<file path="src/rtl/fpu_pkg.sv">
`default_nettype none
// ============================================================================
// Module      : fpu_pkg
// Description : Shared float32 definitions for the FPU family. Holds the
//               IEEE-754 single-precision field widths and bias, the float32
//               word layout shared with the add/sub ALU, and the state
//               encoding of the integer-to-float32 converter.
// Ports       : none (package)
// Revision    : 1.0 - initial release
// ============================================================================
package fpu_pkg;

  localparam int FP32_BIAS  = 127;
  localparam int FP32_EXP_W = 8;
  localparam int FP32_MAN_W = 23;

  typedef enum logic [1:0] {
    IDLE  = 2'd0,
    NORM  = 2'd1,
    ROUND = 2'd2,
    OUT   = 2'd3
  } conv_state_t;

  typedef struct packed {
    logic                  sign;
    logic [FP32_EXP_W-1:0] exp;
    logic [FP32_MAN_W-1:0] man;
  } fp32_t;

endpackage : fpu_pkg
`default_nettype wire

</file>
<file path="src/rtl/int_to_fp32_conv_if.sv">
`default_nettype none
// ============================================================================
// Module      : int_to_fp32_conv_if
// Description : Input and output handshake bundle of the integer-to-float32
//               converter.
// Ports       : in_valid/in_ready/in_data/in_signed - integer request channel
//               out_valid/out_ready/out_data       - float32 result channel
//               busy                               - converter not idle
//               modport master : producer/consumer side (testbench, host)
//               modport slave  : converter side
// Revision    : 1.0 - initial release
// ============================================================================
interface int_to_fp32_conv_if #(
  parameter int INT_W = 32
) ();

  logic             in_valid;
  logic             in_ready;
  logic [INT_W-1:0] in_data;
  logic             in_signed;
  logic             out_valid;
  logic             out_ready;
  logic [31:0]      out_data;
  logic             busy;

  modport master (
    output in_valid, in_data, in_signed, out_ready,
    input  in_ready, out_valid, out_data, busy
  );

  modport slave (
    input  in_valid, in_data, in_signed, out_ready,
    output in_ready, out_valid, out_data, busy
  );

endinterface : int_to_fp32_conv_if
`default_nettype wire

</file>
<file path="src/rtl/fp32_round_rne.sv">
`default_nettype none
// ============================================================================
// Module      : fp32_round_rne
// Description : Combinational round-to-nearest-even stage for a normalized
//               float32 significand. Handles the mantissa carry-out by
//               clearing the fraction and bumping the exponent.
// Ports       : man_in[23:0] - significand including hidden bit (bit 23)
//               g            - guard bit (first bit below the LSB)
//               s            - sticky bit (OR of all bits below guard)
//               exp_in[7:0]  - biased exponent before rounding
//               exp_out[7:0] - biased exponent after rounding
//               man_out[22:0]- rounded fraction
// Revision    : 1.0 - initial release
// ============================================================================
module fp32_round_rne
  import fpu_pkg::*;
(
  input  wire logic [FP32_MAN_W:0]   man_in,
  input  wire logic                  g,
  input  wire logic                  s,
  input  wire logic [FP32_EXP_W-1:0] exp_in,
  output logic      [FP32_EXP_W-1:0] exp_out,
  output logic      [FP32_MAN_W-1:0] man_out
);

  logic w_round_up;
  logic w_carry;

  // Above half rounds up; exactly half rounds up only from an odd LSB.
  assign w_round_up = g & (s | man_in[0]);

  // With the hidden bit set, an all-ones significand plus one becomes 2.0:
  // the fraction wraps to zero and the exponent absorbs the carry.
  assign w_carry = w_round_up & man_in[FP32_MAN_W] & (&man_in[FP32_MAN_W-1:0]);

  assign man_out = man_in[FP32_MAN_W-1:0] + FP32_MAN_W'(w_round_up);
  assign exp_out = exp_in + FP32_EXP_W'(w_carry);

endmodule : fp32_round_rne
`default_nettype wire

</file>
<file path="src/rtl/int_to_fp32_conv.sv">
`default_nettype none
// ============================================================================
// Module      : int_to_fp32_conv
// Description : Sequential integer-to-float32 converter. Captures a signed or
//               unsigned integer, normalizes it one left shift per cycle,
//               rounds to nearest-even and presents the float32 word until
//               the consumer accepts it. One conversion in flight.
// Ports       : clk   - rising-edge clock
//               rst_n - asynchronous active-low reset
//               bus   - int_to_fp32_conv_if.slave (in_valid, in_ready,
//                       in_data, in_signed, out_valid, out_ready, out_data,
//                       busy)
// Revision    : 1.0 - initial release
// ============================================================================
module int_to_fp32_conv
  import fpu_pkg::*;
#(
  parameter int INT_W = 32
) (
  input  wire logic          clk,
  input  wire logic          rst_n,
  int_to_fp32_conv_if.slave  bus
);

  localparam logic [FP32_EXP_W-1:0] C_EXP_INIT = FP32_EXP_W'(FP32_BIAS + INT_W - 1);

  conv_state_t                state;
  logic                       sign_q;
  logic [INT_W-1:0]           mag_q;
  logic [FP32_EXP_W-1:0]      exp_q;
  fp32_t                      out_q;
  logic                       in_ready_q;
  logic                       out_valid_q;
  logic                       busy_q;

  logic                       w_neg;
  logic [INT_W-1:0]           w_mag_in;
  logic                       w_g;
  logic                       w_s;
  logic [FP32_EXP_W-1:0]      w_rnd_exp;
  logic [FP32_MAN_W-1:0]      w_rnd_man;

  // Two's complement negation of the most-negative value yields 2^(INT_W-1),
  // which still fits in INT_W unsigned bits.
  assign w_neg    = bus.in_signed & bus.in_data[INT_W-1];
  assign w_mag_in = w_neg ? (~bus.in_data + INT_W'(1)) : bus.in_data;

  // Guard sits just below the 24-bit significand; sticky covers the rest.
  assign w_g = mag_q[INT_W-25];

  generate
    if (INT_W == 25) begin : g_sticky_none
      assign w_s = 1'b0;
    end else begin : g_sticky_or
      assign w_s = |mag_q[INT_W-26:0];
    end
  endgenerate

  fp32_round_rne u_round (
    .man_in  (mag_q[INT_W-1 -: FP32_MAN_W+1]),
    .g       (w_g),
    .s       (w_s),
    .exp_in  (exp_q),
    .exp_out (w_rnd_exp),
    .man_out (w_rnd_man)
  );

  always_ff @(posedge clk or negedge rst_n) begin
    if (!rst_n) begin
      state       <= IDLE;
      in_ready_q  <= 1'b1;
      out_valid_q <= 1'b0;
      busy_q      <= 1'b0;
      sign_q      <= 1'b0;
      mag_q       <= '0;
      exp_q       <= '0;
      out_q       <= '0;
    end else begin
      case (state)
        IDLE: begin
          if (bus.in_valid) begin
            sign_q     <= w_neg;
            mag_q      <= w_mag_in;
            exp_q      <= C_EXP_INIT;
            in_ready_q <= 1'b0;
            busy_q     <= 1'b1;
            // Zero has no leading one to find; emit +0 regardless of sign.
            if (w_mag_in == '0) begin
              out_q       <= '0;
              out_valid_q <= 1'b1;
              state       <= OUT;
            end else begin
              state <= NORM;
            end
          end
        end

        NORM: begin
          if (mag_q[INT_W-1]) begin
            state <= ROUND;
          end else begin
            mag_q <= mag_q << 1;
            exp_q <= exp_q - FP32_EXP_W'(1);
          end
        end

        ROUND: begin
          out_q       <= '{sign: sign_q, exp: w_rnd_exp, man: w_rnd_man};
          out_valid_q <= 1'b1;
          state       <= OUT;
        end

        OUT: begin
          if (bus.out_ready) begin
            out_valid_q <= 1'b0;
            in_ready_q  <= 1'b1;
            busy_q      <= 1'b0;
            state       <= IDLE;
          end
        end

        default: begin
          state <= IDLE;
        end
      endcase
    end
  end

  assign bus.in_ready  = in_ready_q;
  assign bus.out_valid = out_valid_q;
  assign bus.busy      = busy_q;
  assign bus.out_data  = out_q;

endmodule : int_to_fp32_conv
`default_nettype wire

</file>
<file path="src/flat_wrapper.sv">
// flat-port wrapper written by rule: the top's interface ports become plain ports
module int_to_fp32_conv_flat import fpu_pkg::*;
#(
  parameter int INT_W = 32
)
  (clk, rst_n, bus_in_valid, bus_in_data, bus_in_signed, bus_out_ready, bus_in_ready, bus_out_valid, bus_out_data, bus_busy);
  int_to_fp32_conv_if #(.INT_W(INT_W)) bus_i ();
  input  wire logic clk;
  input  wire logic rst_n;
  input wire logic [$bits(bus_i.in_valid)-1:0] bus_in_valid;
  input wire logic [$bits(bus_i.in_data)-1:0] bus_in_data;
  input wire logic [$bits(bus_i.in_signed)-1:0] bus_in_signed;
  input wire logic [$bits(bus_i.out_ready)-1:0] bus_out_ready;
  output wire logic [$bits(bus_i.in_ready)-1:0] bus_in_ready;
  output wire logic [$bits(bus_i.out_valid)-1:0] bus_out_valid;
  output wire logic [$bits(bus_i.out_data)-1:0] bus_out_data;
  output wire logic [$bits(bus_i.busy)-1:0] bus_busy;
  assign bus_i.in_valid = bus_in_valid;
  assign bus_i.in_data = bus_in_data;
  assign bus_i.in_signed = bus_in_signed;
  assign bus_i.out_ready = bus_out_ready;
  assign bus_in_ready = bus_i.in_ready;
  assign bus_out_valid = bus_i.out_valid;
  assign bus_out_data = bus_i.out_data;
  assign bus_busy = bus_i.busy;
  int_to_fp32_conv #(.INT_W(INT_W)) u_core (.clk(clk), .rst_n(rst_n), .bus(bus_i));
endmodule
</file>
<file path="config.mk">
export PLATFORM = sky130hd
export DESIGN_NAME = int_to_fp32_conv_flat
export DESIGN_NICKNAME = d
export VERILOG_FILES = /design/src/rtl/fpu_pkg.sv /design/src/rtl/int_to_fp32_conv_if.sv /design/src/rtl/fp32_round_rne.sv /design/src/rtl/int_to_fp32_conv.sv /design/src/flat_wrapper.sv
export SDC_FILE = /design/constraint.sdc
export NUM_CORES = 1
export LEC_CHECK = 0
export CORE_MARGIN = 3
export CORE_UTILIZATION = 30
export DETAILED_ROUTE_END_ITERATION = 7
export SLEW_MARGIN = 30
export SYNTH_ARGS = -nofsm -noshare
export SYNTH_HDL_FRONTEND = slang
export SYNTH_SLANG_ARGS = --single-unit
</file>
<file path="constraint.sdc">
create_clock -name clk -period 5.8 [get_ports clk]
set_input_delay 0.58 -clock clk [delete_from_list [all_inputs] [get_ports clk]]
set_output_delay 0.58 -clock clk [all_outputs]
set_load 0.005 [all_outputs]
</file>
; Word-level counts from Yosys, hierarchy flattened
; Cells that the tools add are included.
[word_totals]
elab_cells = 68
reg_bits = 78
out_inout_bits = 35
[classes]
reduce_logical = 15
addsub = 4
n_bitwise = 6
mux = 24
n_eq_ne = 8
[op_table]
columns = operator, count
row1 = $mux 32, 5
row2 = $pmux 32 s2, 2
row3 = $add 32x1->32 const B, 1
row4 = $logic_not 32->1, 1
row5 = $not 32->32, 1
row6 = $add 23x1->23, 1
row7 = $reduce_and 23->1, 1
row8 = $mux 8, 2
row9 = $pmux 8 s2, 1
row10 = $reduce_and 3->1, 4
row11 = $add 8x1->8, 1
row12 = $mux 2, 4
row13 = $pmux 2 s4, 1
row14 = $sub 8x1->8 const B, 1
row15 = $reduce_or 7->1, 1
row16 = $mux 1, 6
row17 = $ne 2x2->1 const B, 3
row18 = $reduce_bool 2->1, 3
row19 = $and 1x1->1, 4
row20 = $eq 2x2->1 const B, 2
row21 = $ne 2x1->1 const B, 2
row22 = $pmux 1 s2, 2
row23 = $reduce_and 2->1, 2
row24 = $reduce_and 4->1, 1
row25 = other kinds (5), 5

; Longest topological paths before layout
; Gate-level depths: netlist (run 1).
[depth]
ltp_word = 7
mapped_depth = 13
mapped_depth_nobuf = 12

; Hierarchy
; Synthesis (run 1) repeated with hierarchy kept, for this count alone.
[hier_totals]
hier_cells = 716
hier_area_um2 = 6019.5
[modules_own_cells]
columns = module, cells_per_inst, area_per_inst_um2, n_inst
row1 = int_to_fp32_conv, 636, 5446.5, 1
row2 = fp32_round_rne, 80, 573.0, 1

; Worst setup path after synthesis (run 1)
; No wires, ideal clock.
[synth_timing]
kind = input to register
startpoint = input port bus_in_data[0]
endpoint = register u_core.out_q, in the netlist u_core.bus.out_data[17]
slack_ns = 2.333
t_arrival_ns = 3.341
required_time_ns = 5.674
stages = 12
path_buffers = 2
path_cell_list = inv_1 > ha_1 > or4b_1 > nor4_2 > buf_4 > a31oi_1 > xor2_1 > nand4bb_1 > or3_4 > o21a_4 > buf_6 > a221o_1
[synth_via]
elab_chain_len = 6
[synth_lines]
columns = item, line_no
row1 = "start, declared", flat_wrapper.sv:11  ; input wire logic [$bits(bus_i.in_data)-1:0] bus_in_data;
row2 = $not 32->32, int_to_fp32_conv.sv:46  ; assign w_mag_in = w_neg ? (~bus.in_data + INT_W'(1)) : bus.in_data;
row3 = $add 32x1->32, int_to_fp32_conv.sv:46
row4 = $mux 32 (*), int_to_fp32_conv.sv:46
row5 = $logic_not 32->1 (*), int_to_fp32_conv.sv:88  ; if (w_mag_in == '0) begin
row6 = $ne 2x1->1 (no line) (*), --
row7 = $reduce_and 3->1 (no line) (*), --
row8 = "end signal, assigned", int_to_fp32_conv.sv:108  ; out_q <= '{sign: sign_q, exp: w_rnd_exp, man: w_rnd_man};
row9 = "end, declared", int_to_fp32_conv.sv:31  ; fp32_t out_q;
; Mark *: on every way between the ends. The rest lies on a longest branch, timed or not.
; A chain may end at the register's enable or synchronous reset.

; Final worst setup path (run 1)
[layout_timing]
startpoint = input port bus_in_data[0]
endpoint = register u_core.out_q, in the netlist u_core.bus.out_data[26]
; The elaborated chain is that of the path after synthesis.

==> impl_metrics.json, run 1 <==
{
  "drv_cap": 0,
  "cts_tree": "built",
  "synth_ff_type": "dfrtp_1",
  "max_stage_delay_ns": 0.65,
  "syn2layout_area_growth_pct": 19.8,
  "drtAntennaViolNets": 0,
  "ff_latch_area_mm2": 0.00195,
  "peakVddDrop_uv": 220,
  "synth_seq_cells": 78,
  "diodes": 0,
  "synth_edf_count": 0,
  "via_count": 5279,
  "clkSinkCount": 78,
  "antenna_found_initial": 0,
  "multi_input_area_mm2": 0.00356,
  "synth_cell_types": 68,
  "crit_arrival_ns": 4.45,
  "p_int_uw": 1840,
  "crit_required_ns": 6.04,
  "start_kind": "input port",
  "routedWlPerCell_um": 16.1,
  "cp_max_fo": 33,
  "setup_violations": 0,
  "post-route-min-period_ns": 4.21,
  "clock.fmax_mhz": 238,
  "drive_gt1_share_pct": 6.42,
  "cp.buffers_inverters": 2,
  "netlist_area_mm2": 0.00580,
  "synthCells": 695,
  "cp_slowest_cell": "nor4_2",
  "final_cell_mix": "nor2_1, dfrtp_1, clkdlybuf4s50_1",
  "cts_buffer_depth": 2,
  "drt_iter0_markers": 350,
  "vias_per_cell": 5.32,
  "io_pins": 72,
  "switching_power_uw": 1410,
  "root_buffer": "clkbuf_16",
  "end_kind": "register",
  "pwr-share-clk_pct": 16.8,
  "relSlewSlack_pct": 43.6,
  "start_util_pct": 30.8,
  "setup_tns_ns": 0,
  "dpl.hpwl_mm": 11.3,
  "avgSynthCellArea_um2": 8.34,
  "hold_viol_final": 0,
  "rr_worst_depth": 10,
  "p_leak_uw": 0.00260,
  "gp_congestion": 0.864,
  "async_flop_share_pct": 100,
  "cts_post_setup_buffers_inserted": 0,
  "core_region_area_mm2": 0.0188,
  "hp-class": "in -> async",
  "drv_slew": 0,
  "cts_htree_levels": 3,
  "timing.rr.start": "u_core.state[1]",
  "design_area_mm2": 0.00695,
  "grt_pass1_wl_mm": 26.0,
  "dieHeight_um": 145,
  "seq_area_frac_synth_pct": 33.7,
  "clk_pin_slew_ns": 0.06,
  "wl_mm": 15.9,
  "drt-pass1-iter-count": 4,
  "skew_ns": 0.00898,
  "grt_max_degree": 79,
  "syn_nets": 741,
  "clock_latency_ns": 0.36,
  "nets": 773,
  "drc": 0,
  "grt_pass1_vias": 4754,
  "layout_commonest_cell": "nor2_1",
  "portBuffers": 71,
  "dieArea_mm2": 0.0210,
  "numCtsBuffers": 9,
  "seqPwrFrac_pct": 33.7,
  "ctsResizeCount": 0,
  "place_area_mm2": 0.00665,
  "worst_pin_slew_ns": 0.845,
  "track_usage_pct": 15.1,
  "startpoint": "bus_in_data[0]",
  "fillers": 1962,
  "period_share_pct": 72.6,
  "num_rows": 50,
  "p_comb_share_pct": 49.4,
  "ys_warn_count": 0,
  "critical_path_cell_count": 11,
  "grt_overflow": 0,
  "cts_hold_buf": 0,
  "rsz0062_at_grt": "no",
  "swShare_pct": 43.3,
  "die_x_um": 145,
  "path_cells": "clkdlybuf4s50_1, inv_1, ha_1, or4b_1, nor4_2, a31oi_1, xor2_1, nand4bb_1, or3_4, o21a_4, a221o_1",
  "reg2reg_slack_ns": 2.73,
  "status": "finished, final reports clean",
  "worstSetupPathType": "in -> reg",
  "crit_family": "simple AND/OR/NAND/NOR gates",
  "p_per_area_mw_per_mm2": 468
}
final timing paths:
check | endpoint
min | u_core.bus.out_data[28]
max | u_core.bus.out_data[26]
min in group clk | u_core.mag_q[2]
min reg2reg | u_core.mag_q[2]
max reg2reg | u_core.exp_q[5]
max in group asynchronous | u_core.mag_q[4]
flip-flops by register name, indices dropped and copies added (netlist names):
register,flops
u_core.bus.busy,1
u_core.bus.in_ready,1
u_core.bus.out_data,32
u_core.bus.out_valid,1
u_core.exp_q,8
u_core.mag_q,32
u_core.sign_q,1
u_core.state,2
power by group through the flow:
stage                     Combinational, µW  Sequential, µW  Clock (µW)
after floorplan                        1170             984           0
after global placement                 1570            1090           0
after detailed placement               1600            1100           0
after CTS                              1600            1090         559
after global routing                   1800            1140         581
final                                  1610            1100         547
cells in the mapped netlist (10+ instances only):
library cell | n | area [µm²]
inv_1 | 22 | 82.6
xnor2_1 | 41 | 359
a21oi_1 | 21 | 105
nor4_1 | 10 | 62.6
mux2i_1 | 23 | 230
o21ai_0 | 47 | 235
a31oi_1 | 32 | 200
a211oi_1 | 11 | 82.6
or3_1 | 12 | 75.1
xor2_1 | 22 | 193
nor3_1 | 12 | 60.1
clkbuf_1 | 41 | 154
nand2_1 | 55 | 206
nand3_1 | 29 | 145
nand4_1 | 12 | 75.1
a221o_1 | 31 | 310
nor2_1 | 87 | 327
dfrtp_1 | 77 | 1930
cells by family (layout without fill, tap and decap cells):
logic type                 after synthesis  count (layout)  synth area share, %
and+or+nand+nor                        266             266                 23.2
DFF                                     78              78                 33.7
xor gates and xnor gates                63              63                 9.52
adders and majority gates                9               9                 1.94
muxes                                   26              26                 4.55
AOI/OAI and AO/OA                      177             177                 21.5
buffers and inverters                   76             113                 5.61
stage by stage:
step                util (%)  hold WS (ns)  power, µW  setup WS, ns  std cells
floorplan                  -         0.284       2160          2.33        695
global placement        35.2         0.495       2660          1.27        976
detailed placement      35.3         0.503       2700          1.19        976
CTS                     36.8         0.302       3250          1.59        992
global route            36.9         0.323       3520          1.33        992
finish                  36.9         0.277       3250          1.59        992
area by class of cell:
cell class              count  share of cell area (%)
repair buffers             75                    10.7
flip-flops and latches     78                    28.1
clock inverters             7                   0.829
multi-input cells         541                    51.3
clock buffers               9                    3.24
inverters                  22                    1.19
well taps                 260                    4.68
per-layer routing:
layer	track usage, %	share of wire, %	vias up	wire length (µm)
met5	0	0	-	0
met4	3.42	0.91	0	145
met2	21.0	41	158	6540
li1	-	-	2631	-
met3	3.15	6.0	13	955
met1	23.5	52	2477	8290
No activity file was read; power rests on OpenSTA's default activity.
==> run 2, diff against run 1 <==
==> constraint.sdc (replaced) <==
create_clock -name clk -period 3.5 [get_ports clk]
set_input_delay 0.35 -clock clk [delete_from_list [all_inputs] [get_ports clk]]
set_output_delay 0.35 -clock clk [all_outputs]
set_load 0.005 [all_outputs]
==> run 2 against run 1 <==
Effect of this change:
- final cell count up 8.1%
- non-clock buffer count is 78 higher
- critical path depth rose by 1
- register-to-register slack lost 2.0 ns
- combinational power grew 70%
- global-route usage is 0.53 points higher
- wire length increased by 5.5%
- cell area rose by 8.7%
==> impl_metrics.json, run 2 (synthesized netlist as in run 1, its figures left out) <==
{
  "clock.fmax_mhz": 297,
  "wl_mm": 16.8,
  "cts_buffer_depth": 2,
  "relSlewSlack_pct": 41.3,
  "io_pins": 72,
  "drv_cap": 0,
  "cts_tree": "built",
  "worst_pin_slew_ns": 0.879,
  "diodes": 0,
  "drt_iter0_markers": 308,
  "hp-class": "in -> async",
  "gp_congestion": 0.874,
  "via_count": 5716,
  "r2r_end": "u_core.bus.out_data[29]",
  "drtAntennaViolNets": 0,
  "grt_overflow": 0,
  "cp_slowest_cell": "or4b_4",
  "start_util_pct": 30.8,
  "timing.rr.start": "u_core.mag_q[14]",
  "design_area_mm2": 0.00755,
  "routedWlPerCell_um": 15.7,
  "p_leak_uw": 0.00299,
  "vias_per_cell": 5.33,
  "drt-pass1-iter-count": 5,
  "nets": 853,
  "peakVddDrop_uv": 279,
  "reg2reg_slack_ns": 0.71,
  "clkSinkCount": 78,
  "cp_max_fo": 8,
  "end_kind": "register",
  "dpl.hpwl_mm": 12.0,
  "start_kind": "input port",
  "portBuffers": 71,
  "clk_pin_slew_ns": 0.06,
  "hold_viol_final": 0,
  "crit_family": "simple AND/OR/NAND/NOR gates",
  "critical_path_cell_count": 12,
  "ff_latch_area_mm2": 0.00195,
  "setup_violations": 0,
  "worstSetupEndpoint": "u_core.bus.out_data[4]",
  "final_util_pct": 40.1,
  "dieHeight_um": 145,
  "drive_gt1_share_pct": 15.3,
  "antenna_found_initial": 0,
  "post-route-min-period_ns": 3.37,
  "crit_arrival_ns": 3.59,
  "drv_slew": 0,
  "status": "finished, final reports clean",
  "dieArea_mm2": 0.0210,
  "multi_input_area_mm2": 0.00357,
  "p_per_area_mw_per_mm2": 716,
  "max_stage_delay_ns": 0.51,
  "final_cell_mix": "nor2_1, buf_4, dfrtp_1",
  "grt_max_degree": 79,
  "crit_required_ns": 3.72,
  "numCtsBuffers": 9,
  "rr_worst_depth": 11,
  "syn2layout_area_growth_pct": 30.2,
  "rsz0062_at_grt": "no",
  "place_area_mm2": 0.00724,
  "track_usage_pct": 15.6,
  "clock_latency_ns": 0.34,
  "num_rows": 50,
  "path_cells": "clkdlybuf4s50_1, inv_1, ha_1, or4b_4, or4_1, a221oi_2, nor3b_1, and4bb_2, nand4_1, buf_4, o21a_2, a221o_1",
  "drc": 0,
  "grt_pass1_vias": 5185,
  "cts_htree_levels": 3,
  "skew_ns": 0.00904,
  "layout_commonest_cell": "nor2_1",
  "worstSetupPathType": "in -> reg",
  "fillers": 1934,
  "grt_pass1_wl_mm": 27.4,
  "startpoint": "bus_in_data[0]",
  "cp.buffers_inverters": 3,
  "root_buffer": "clkbuf_16",
  "cts_hold_buf": 0,
  "core_region_area_mm2": 0.0188,
  "die_x_um": 145,
  "period_share_pct": 96.3
}
run 2: through the flow:
step	setup WS, ns	instances	power, µW	setup TNS (ns)	hold slack [ns]
6_report	0.130	1072	5410	0	0.0402
5_1_grt	0.00743	1072	5860	0	0.127
4_1_cts	0.0695	1069	5400	0	0.0778
3_3_place_gp	-0.205	1053	4450	-6.35	0.489
3_5_place_dp	-0.301	1053	4520	-9.14	0.448
2_1_floorplan	0.263	695	3570	0	0.0544
run 2: final cells by class:
cell class | instances | share of cell area, %
clock buffer | 14 | 3.36
clock inverter | 2 | 0.133
inverter | 22 | 1.09
multi-input combinational | 543 | 47.3
sequential | 78 | 25.9
tap | 260 | 4.31
timing repair buffer | 153 | 17.9
run 2: where the power goes:
group	leakage (µW)	internal [µW]	total [µW]	switching, µW
clock network	0.000131	499	863	364
registers	0.000964	1320	1810	491
logic	0.00189	1290	2740	1440
total	0.00299	3110	5410	2300
run 2: per-layer routing:
| metal | part of all wire [%] | vias to the layer above | global-route usage (%) | wire, µm |
|---|---|---|---|---|
| met5 | 0 | - | 0 | 0 |
| li1 | - | 2783 | - | - |
| met4 | 1.1 | 0 | 4.42 | 178 |
| met2 | 43 | 181 | 22.8 | 7250 |
| met1 | 51 | 2741 | 23.9 | 8500 |
| met3 | 5.1 | 11 | 2.06 | 864 |
run 2: repair_timing:
| action | 4_1_cts | 5_1_grt |
|---|---|---|
| gates resized for setup | 0 | 3 |
| buffers inserted | 0 | 1 |
| setup endpoints to repair | 0 | 31 |
run 2: worst min-delay path by stage:
| stage | start | to | slack [ns] | cells after the start |
|---|---|---|---|---|
| detailed placement | rst_n | u_core.bus.out_data[28] | 0.45 | 1 |
| floorplan | rst_n | u_core.bus.busy | 0.05 | 0 |
| CTS | rst_n | u_core.bus.out_data[6] | 0.08 | 1 |
| global placement | u_core.sign_q | u_core.sign_q | 0.49 | 2 |
| finish | rst_n | u_core.bus.out_data[6] | 0.04 | 1 |
| global route | rst_n | u_core.exp_q[3] | 0.13 | 1 |
run 2: worst reg2reg max path, stage by stage, from the launching register on:
cell and delay, ns:
dfrtp_1 0.47, nand4_1 0.21, or3_1 0.39, nor4_1 0.40
ha_1 0.26, ha_1 0.21, nand2_1 0.07, nor2_1 0.13
xnor2_1 0.09, mux2i_1 0.13, nor2_1 0.06, a221o_1 0.27
==> variant: new RTL, config.mk and constraints of run 2 <==
Encoding of `conv_state_t`: now one-hot (4 bits for 4 states).
--- a/src/rtl/fpu_pkg.sv
+++ b/src/rtl/fpu_pkg.sv
@@ -14,11 +14,11 @@
   localparam int FP32_EXP_W = 8;
   localparam int FP32_MAN_W = 23;
 
-  typedef enum logic [1:0] {
-    IDLE  = 2'd0,
-    NORM  = 2'd1,
-    ROUND = 2'd2,
-    OUT   = 2'd3
+  typedef enum logic [3:0] {
+    IDLE  = 4'b0001,
+    NORM  = 4'b0010,
+    ROUND = 4'b0100,
+    OUT   = 4'b1000
   } conv_state_t;
 
   typedef struct packed {
Check against the original RTL: no difference found for any inputs over 10 cycles, from zero or initial values and one cycle with rst_n low; not proved beyond that.
==> variant against run 2 <==
Critical endpoint is now u_core.bus.out_data[11]. Sequential share of layout area rose by 3.8 points. Final area down 10%. Utilization up 0.56 points. Hold slack got worse by 0.031 ns. Wire length fell by 14%. Setup slack gained 0.061 ns. Area after synthesis fell by 12%. Sequential cell count increased by 2. Largest cell class unchanged. Critical path type unchanged.
Power is not compared: it rests on default switching activity, and its combinational part moved more than twofold at a synthesized area within 25%.
==> variant: results (changes against run 2) <==
.. list-table::
   :header-rows: 1

   * - Metric
     - Value
   * - Run status
     - finished, final reports clean
   * - Synthesized area per cell
     - 8.85 um2 (+6.1%)
   * - Post-placement cell count
     - 904 (-14%)
   * - CP Launch Point
     - bus_in_data[3]
   * - Worst path setup slack after routing
     - 0.191 ns (+0.0612 ns)
   * - Number of nets in the synthesized netlist
     - 620 (-16%)
   * - Met1 Track Usage GR
     - 0.233 (-0.00591)
   * - GR met2 Demand/Resource
     - 0.240 (+0.0122)
   * - Ratio of cells with drive above 1 in the final layout
     - 0.167 (+0.0142)
   * - Worst path slowest cell
     - or4_4
   * - Detail Placement HPWL
     - 11200 um (-6.5%)
   * - Portion of the layout cell area used by non-clock buffers
     - 0.191 (+0.0123)
   * - Largest cells by area after synthesis
     - dfrtp_1 (38%), xnor2_1 (6.3%), nor2_1 (5.4%), a22oi_1 (4.3%), o21ai_0 (4.0%)
   * - FF-to-FF Start
     - u_core.state[3]
   * - Most numerous cell types in the synthesized netlist
     - dfrtp_1 (78), nor2_1 (74), nand2_1 (47)
   * - Capture instance of the worst register-to-register path
     - u_core.exp_q[5]
   * - Non-clock inverters
     - 10 (-55%)
   * - Register-to-Register Path Depth
     - 9 (-2)
   * - Sequential share of cell area
     - 0.296 (+0.0376)
   * - Count of unique library cells instantiated by Yosys
     - 63 (-7.4%)
   * - Finished Core Util
     - 0.407 (+0.00558)
   * - Fill cell total of the finished layout
     - 1658 (-14%)
   * - Data arrival time at the worst-slack endpoint
     - 3.49 ns (-0.10 ns)
   * - Fraction of standard cell area in multi-input logic
     - 0.423 (-0.0506)
   * - Pin count of the biggest net entering global routing
     - 81 (+2.5%)
   * - Worst setup slack before clock tree synthesis
     - -0.249 ns (+0.0524 ns)
   * - Complex-gate fraction of the synthesized area
     - 0.192 (-0.0227)
   * - Proportion of synthesized chip area in sequential cells
     - 0.392 (+0.0548)
   * - Final RePlAce weighted congestion
     - 0.916 (+4.9%)
   * - Net count of the finished layout
     - 738 (-13%)
   * - Vias in the first global route
     - 4603 (-11%)
variant: where the power goes:
part | total (W) | internal (W) | switching (W)
sequential | 0.000925 | 0.000925 | 0
clock | 0.000926 | 0.000572 | 0.000353
combinational | 0.000250 | 0.000120 | 0.000129
total | 0.00210 | 0.00162 | 0.000482
variant: worst min-delay path by stage:
| stage | startpoint | endpoint | slack, ns | depth (start not counted) |
|---|---|---|---|---|
| 3_3_place_gp | u_core.bus.in_ready | u_core.bus.in_ready | 0.45 | 2 |
| 5_1_grt | rst_n | u_core.bus.out_data[25] | 0.11 | 1 |
| 2_1_floorplan | rst_n | u_core.bus.busy | 0.05 | 0 |
| 3_5_place_dp | u_core.bus.in_ready | u_core.bus.in_ready | 0.46 | 2 |
| 4_1_cts | rst_n | u_core.bus.out_data[10] | 0.22 | 1 |
| 6_report | rst_n | u_core.bus.out_data[10] | 0.009 | 1 |
